--- src/rtl/hazard_stall_ctrl.sv ---
`default_nettype none
// ============================================================================
// Module   : hazard_stall_ctrl
// Purpose  : Per-cycle load/hold/clear control for the 5-stage MIPS pipeline
//            registers, with memory wait/timeout trap and stall counter.
// Revision : 1.0 - initial release
// ============================================================================
module hazard_stall_ctrl #(
    parameter int MEM_TIMEOUT = 255,
    parameter int CNT_W       = 16
) (
    input  logic             clk,
    input  logic             reset,
    input  logic [4:0]       rs_id,
    input  logic [4:0]       rt_id,
    input  logic             uses_rs_id,
    input  logic             uses_rt_id,
    input  logic             mem_read_ex,
    input  logic [4:0]       write_reg_ex,
    input  logic             branch_taken_ex,
    input  logic             jump_id,
    input  logic             dmem_req,
    input  logic             dmem_ready,
    output logic             pc_we,
    output logic             if_id_we,
    output logic             if_id_clr,
    output logic             id_ex_we,
    output logic             id_ex_clr,
    output logic             ex_mem_we,
    output logic             mem_wb_clr,
    output logic             mem_err,
    output logic [CNT_W-1:0] stall_cycles
);

    typedef enum logic [1:0] {
        ST_RUN      = 2'd0,
        ST_MEM_WAIT = 2'd1,
        ST_ERROR    = 2'd2
    } state_t;

    // Last MEM_WAIT cycle index before the trap fires (counter starts at 0).
    localparam logic [15:0] TMO_LAST = 16'(MEM_TIMEOUT - 1);

    state_t           state_q, state_d;
    logic [15:0]      tmo_q, tmo_d;
    logic [CNT_W-1:0] stall_q, stall_d;
    logic             freeze;
    logic             load_use;

    always_comb begin
        load_use = mem_read_ex && (write_reg_ex != 5'd0) &&
                   ((uses_rs_id && (rs_id == write_reg_ex)) ||
                    (uses_rt_id && (rt_id == write_reg_ex)));
    end

    always_comb begin
        freeze = (state_q == ST_ERROR) ||
                 ((state_q == ST_RUN) && dmem_req && !dmem_ready) ||
                 ((state_q == ST_MEM_WAIT) && !dmem_ready);
    end

    always_comb begin
        state_d    = state_q;
        tmo_d      = tmo_q;
        pc_we      = 1'b1;
        if_id_we   = 1'b1;
        if_id_clr  = 1'b0;
        id_ex_we   = 1'b1;
        id_ex_clr  = 1'b0;
        ex_mem_we  = 1'b1;
        mem_wb_clr = 1'b0;
        mem_err    = (state_q == ST_ERROR);

        if (reset) begin
            pc_we      = 1'b0;
            if_id_we   = 1'b0;
            id_ex_we   = 1'b0;
            ex_mem_we  = 1'b0;
            if_id_clr  = 1'b1;
            id_ex_clr  = 1'b1;
            mem_wb_clr = 1'b1;
        end else if (freeze) begin
            pc_we      = 1'b0;
            if_id_we   = 1'b0;
            id_ex_we   = 1'b0;
            ex_mem_we  = 1'b0;
            mem_wb_clr = 1'b1;
            case (state_q)
                ST_RUN: begin
                    state_d = ST_MEM_WAIT;
                    tmo_d   = 16'd0;
                end
                ST_MEM_WAIT: begin
                    if (tmo_q >= TMO_LAST) begin
                        state_d = ST_ERROR;
                    end else begin
                        tmo_d = tmo_q + 16'd1;
                    end
                end
                ST_ERROR: state_d = ST_ERROR;
                default:  state_d = ST_RUN;
            endcase
        end else begin
            // Not frozen: plain RUN, or the release cycle out of MEM_WAIT.
            if (state_q != ST_RUN) begin
                state_d = ST_RUN;
            end
            if (branch_taken_ex) begin
                if_id_clr = 1'b1;
                id_ex_clr = 1'b1;
            end else if (load_use) begin
                pc_we     = 1'b0;
                if_id_we  = 1'b0;
                id_ex_clr = 1'b1;
            end else if (jump_id) begin
                if_id_clr = 1'b1;
            end
        end
    end

    always_comb begin
        stall_d = stall_q;
        if (!pc_we && (stall_q != {CNT_W{1'b1}})) begin
            stall_d = stall_q + CNT_W'(1);
        end
    end

    always_ff @(posedge clk) begin
        if (reset) begin
            state_q <= ST_RUN;
            tmo_q   <= 16'd0;
            stall_q <= '0;
        end else begin
            state_q <= state_d;
            tmo_q   <= tmo_d;
            stall_q <= stall_d;
        end
    end

    assign stall_cycles = stall_q;

endmodule
`default_nettype wire

--- config.mk ---
export PLATFORM = sky130hd
export DESIGN_NAME = hazard_stall_ctrl
export DESIGN_NICKNAME = d
export VERILOG_FILES = /design/src/rtl/hazard_stall_ctrl.sv
export SDC_FILE = /design/constraint.sdc
export NUM_CORES = 1
export LEC_CHECK = 0
export CELL_PAD_IN_SITES_DETAIL_PLACEMENT = 1
export CELL_PAD_IN_SITES_GLOBAL_PLACEMENT = 2
export CORE_ASPECT_RATIO = 0.5
export CORE_MARGIN = 3
export CORE_UTILIZATION = 27
export CTS_BUF_LIST = sky130_fd_sc_hd__clkbuf_4 sky130_fd_sc_hd__clkbuf_8 sky130_fd_sc_hd__clkbuf_16
export CTS_CLUSTER_DIAMETER = 200
export CTS_CLUSTER_SIZE = 10
export DETAILED_ROUTE_END_ITERATION = 10
export GPL_TIMING_DRIVEN = 0
export PLACE_DENSITY = 0.78
export SYNTH_ARGS = -nofsm -noshare
export SYNTH_HDL_FRONTEND = slang
export SYNTH_SLANG_ARGS = --single-unit
--- constraint.sdc ---
create_clock -name clk -period 2.3 [get_ports clk]
set_input_delay 0.46 -clock clk [delete_from_list [all_inputs] [get_ports clk]]
set_output_delay 0.46 -clock clk [all_outputs]
set_load 0.1 [all_outputs]
==> flow_metrics.tcl <==
set metrics [dict create \
    switching_share_pct 36.4 \
    antenna_found_initial 0 \
    core-area_um2 6260 \
    yosys.area_share.simple_pct 26.7 \
    grt_overflow 0 \
    crit_family "buffers and inverters" \
    p_leak_nw 1.13 \
    firstDrtPassIters 6 \
    rows 20 \
    path_max_fanout 3 \
    p_comb_share_pct 37.2 \
    cp.buffers_inverters 5 \
    ys_ff_latch 34 \
    max_stage_delay_ns 0.38 \
    peakVddDrop_uv 366 \
    grt_pass1_vias 1923 \
    crit_slowest_cell "dfxtp_4" \
    synth_top_family_by_area "simple AND/OR/NAND/NOR gates" \
    status "finished, violations left" \
    period_share_pct 105 \
    routedWlPerCell_um 14.9 \
    remaining_drc_errors 0 \
    syn_area_um2 1800 \
    yosys_warnings 0 \
    clock.fmax_ghz 0.415 \
    cp_common_cell "buf_12" \
    worst_setup_path_start_kind "register" \
    p_total_mw 2.11 \
    ff2ff_setup_slack_ns 0.12 \
    syn_nets 247 \
    min_period_ns 2.41 \
    synth_seq_area_share_pct 37.8 \
    gp_congestion 0.720 \
    yosys.area_share.xor_xnor_pct 7.29 \
    first_iter_violations 41 \
    slew_headroom_pct 35.2 \
    hold_viol 0 \
    clk-insertion-delay-late_ns 0.28 \
    die_width_um 122 \
    syn_area_per_cell_um2 8.34 \
    fin_skew_ns 0.00503 \
    synth-adder-area-share_pct 4.86 \
    cap_violations 0 \
    rsz0062_at_grt "true" \
    cts_root_buf "clkbuf_16" \
    fillerInstances 745 \
    timing.rr.start "state_q[0]" \
    arrival_ns 1.95 \
    p_int_mw 1.34 \
    hold_ws_ns 0.453 \
    dp_hpwl_um 3870 \
    synth_compound_area_share_pct 17.1 \
    io_pins 48 \
    synth.distinct_cells 44 \
    fp.dieH_um 63.8 \
    vias_per_cell 4.90 \
    hold_class "reg2reg" \
    reg2reg_to "stall_cycles[1]" \
    ctsHoldBuffers 0 \
    n_antenna_cell 0 \
    drv_slew 0 \
    crit_start "state_q[0]" \
    setup-violations-final 2 \
    final_nets 309 \
    die_area_um2 7750 \
    path_class "reg2out" \
    cts.clk_slew.worst_paths_ns 0.05 \
    setup-tns-final_ns -0.138 \
    track_usage_pct 15.1 \
    pwr-share-clk_pct 32.3 \
    numPortBuffers 47 \
    grt_max_degree 11 \
    cts_buffer_depth 2 \
    grt_pass1_wl_um 9310 \
    drtAntennaViolNets 0 \
    cts_tree "built" \
    hold-path-endpoint "tmo_q[15]" \
    power.density_nw_per_um2 750 \
    worstHoldStart "tmo_q[15]" \
    seqPwrFrac_pct 30.5 \
    synthMuxAreaShare_pct 1.18 \
    cts_buffers 5 \
    area_delta_synth_final_pct 56.4 \
    reg2reg_depth 12 \
    holdPathStages 1 \
    switching_power_uw 768 \
    wl_um 5450 \
    violations "setup timing" \
    crit_required_ns 1.84 \
    via_count 1797 \
    fin_ws_ns -0.110 \
    worstMarginPinSlew_ns 0.968 \
    crit_chain "inv_6 -> ha_4 -> a21o_1 -> a211oi_4 -> buf_6 -> clkinvlp_4 -> nor2_4 -> buf_12 -> buf_12" \
    postSynthCellCount 216 \
    cp-end-kind "output pin" \
    start_util_pct 28.8 \
    clkSinkCount 34 \
    layout-drive-gt1-share_pct 25.1 \
    h-tree-depth 2 \
]
[stage by stage]
stage               instance area (µm²)  util, %  setup slack, ns  cells
global route                       2820     45.0           -0.200    367
CTS                                2740     43.8           -0.156    363
finish                             2820     45.0           -0.110    367
floorplan                          1920        -            -1.83    216
detailed placement                 2500     39.9            -1.47    351
global placement                   2500     39.9            -1.47    351
[layout make-up]
| class | count | area (µm²) | share of cell area [%] |
|---|---|---|---|
| sequential | 34 | 688 | 24.4 |
| inverter | 8 | 38.8 | 1.38 |
| tap | 88 | 110 | 3.91 |
| clock inverter | 1 | 5.00 | 0.178 |
| multi-input combinational | 164 | 1190 | 42.2 |
| clock buffer | 7 | 146 | 5.20 |
| buffer | 8 | 66.3 | 2.35 |
| timing repair buffer | 57 | 573 | 20.3 |
[what timing repair did]
action | 4_1_cts | 5_1_grt
setup buffers | 5 | 5
resized for setup | 112 | 23
pin swaps | 19 | 12
setup endpoints to repair | 29 | 14
[worst max path at each step]
stage | endpoint | slack (ns) | depth (start not counted)
2_1_floorplan | pc_we | -1.83 | 7
3_3_place_gp | pc_we | -1.47 | 8
3_5_place_dp | pc_we | -1.47 | 8
4_1_cts | pc_we | -0.16 | 9
5_1_grt | pc_we | -0.20 | 9
6_report | pc_we | -0.11 | 9
[cell families after synthesis]
| family | count (synthesis) |
|---|---|
| mux | 2 |
| fa+ha+maj | 7 |
| xor+xnor | 15 |
| flops | 34 |
| simple gates | 90 |
| compound gates | 50 |
| buf+inv | 18 |
[cell usage after synthesis, drive strengths merged]
master,instances,share of area [%]
o21bai,2,0.83
o211ai,1,0.42
or3,13,4.5
nor4,1,0.35
a41oi,3,1.5
mux2,1,0.62
nand3,7,1.9
a22oi,2,0.83
o21ai,16,4.7
nand4,9,3.1
a211oi,2,0.83
a311oi,1,0.83
and3,2,0.69
nand4b,1,0.49
a31oi,2,0.69
nor2b,2,0.69
mux2i,1,0.56
and4,2,1.1
or4,3,1.2
dfxtp,34,38
inv,8,1.7
nand2,11,2.3
ha,7,4.9
and2,9,3.3
o22ai,1,0.35
a21o,2,0.83
nor3,3,0.83
o31ai,1,0.42
xnor2,10,4.9
xor2,5,2.4
a21oi,17,4.9
nand2b,2,0.69
or2,2,0.69
buf,6,2.6
clkbuf,4,0.83
nor2,23,4.8
[routing by layer]
layer / GRT usage (%) / vias to the layer above / share of wire (%)
li1: - / 892 / -
met1: 18.3 / 876 / 45
met2: 26.5 / 22 / 51
met3: 4.07 / 7 / 3.1
met4: 4.19 / 0 / 1.2
met5: 0 / - / 0
[layout by cell type (no fill, tap or decap), types with 6 or more instances in the layout]
cell type,instances
dlygate4sd2_1,14
and2_1,8
buf_6,6
nand3_1,7
xnor2_1,7
dfxtp_1,30
nand2_1,11
or3_1,13
nand4_1,9
nor2_1,20
o21ai_0,12
buf_4,8
a21oi_1,15
buf_12,6
clkdlybuf4s50_1,11
[state kept, by name (all words and copies together), names as in the netlist]
register	cells
state_q	2
stall_cycles	16
tmo_q	16
[power groups by stage]
stage | sequential [mW] | combinational, mW | clock, mW
detailed placement | 0.652 | 0.705 | 0
CTS | 0.642 | 0.752 | 0.709
global route | 0.649 | 0.839 | 0.729
floorplan | 0.716 | 0.452 | 0
global placement | 0.650 | 0.691 | 0
finish | 0.645 | 0.785 | 0.682
(Power assumes the default switching activity.)
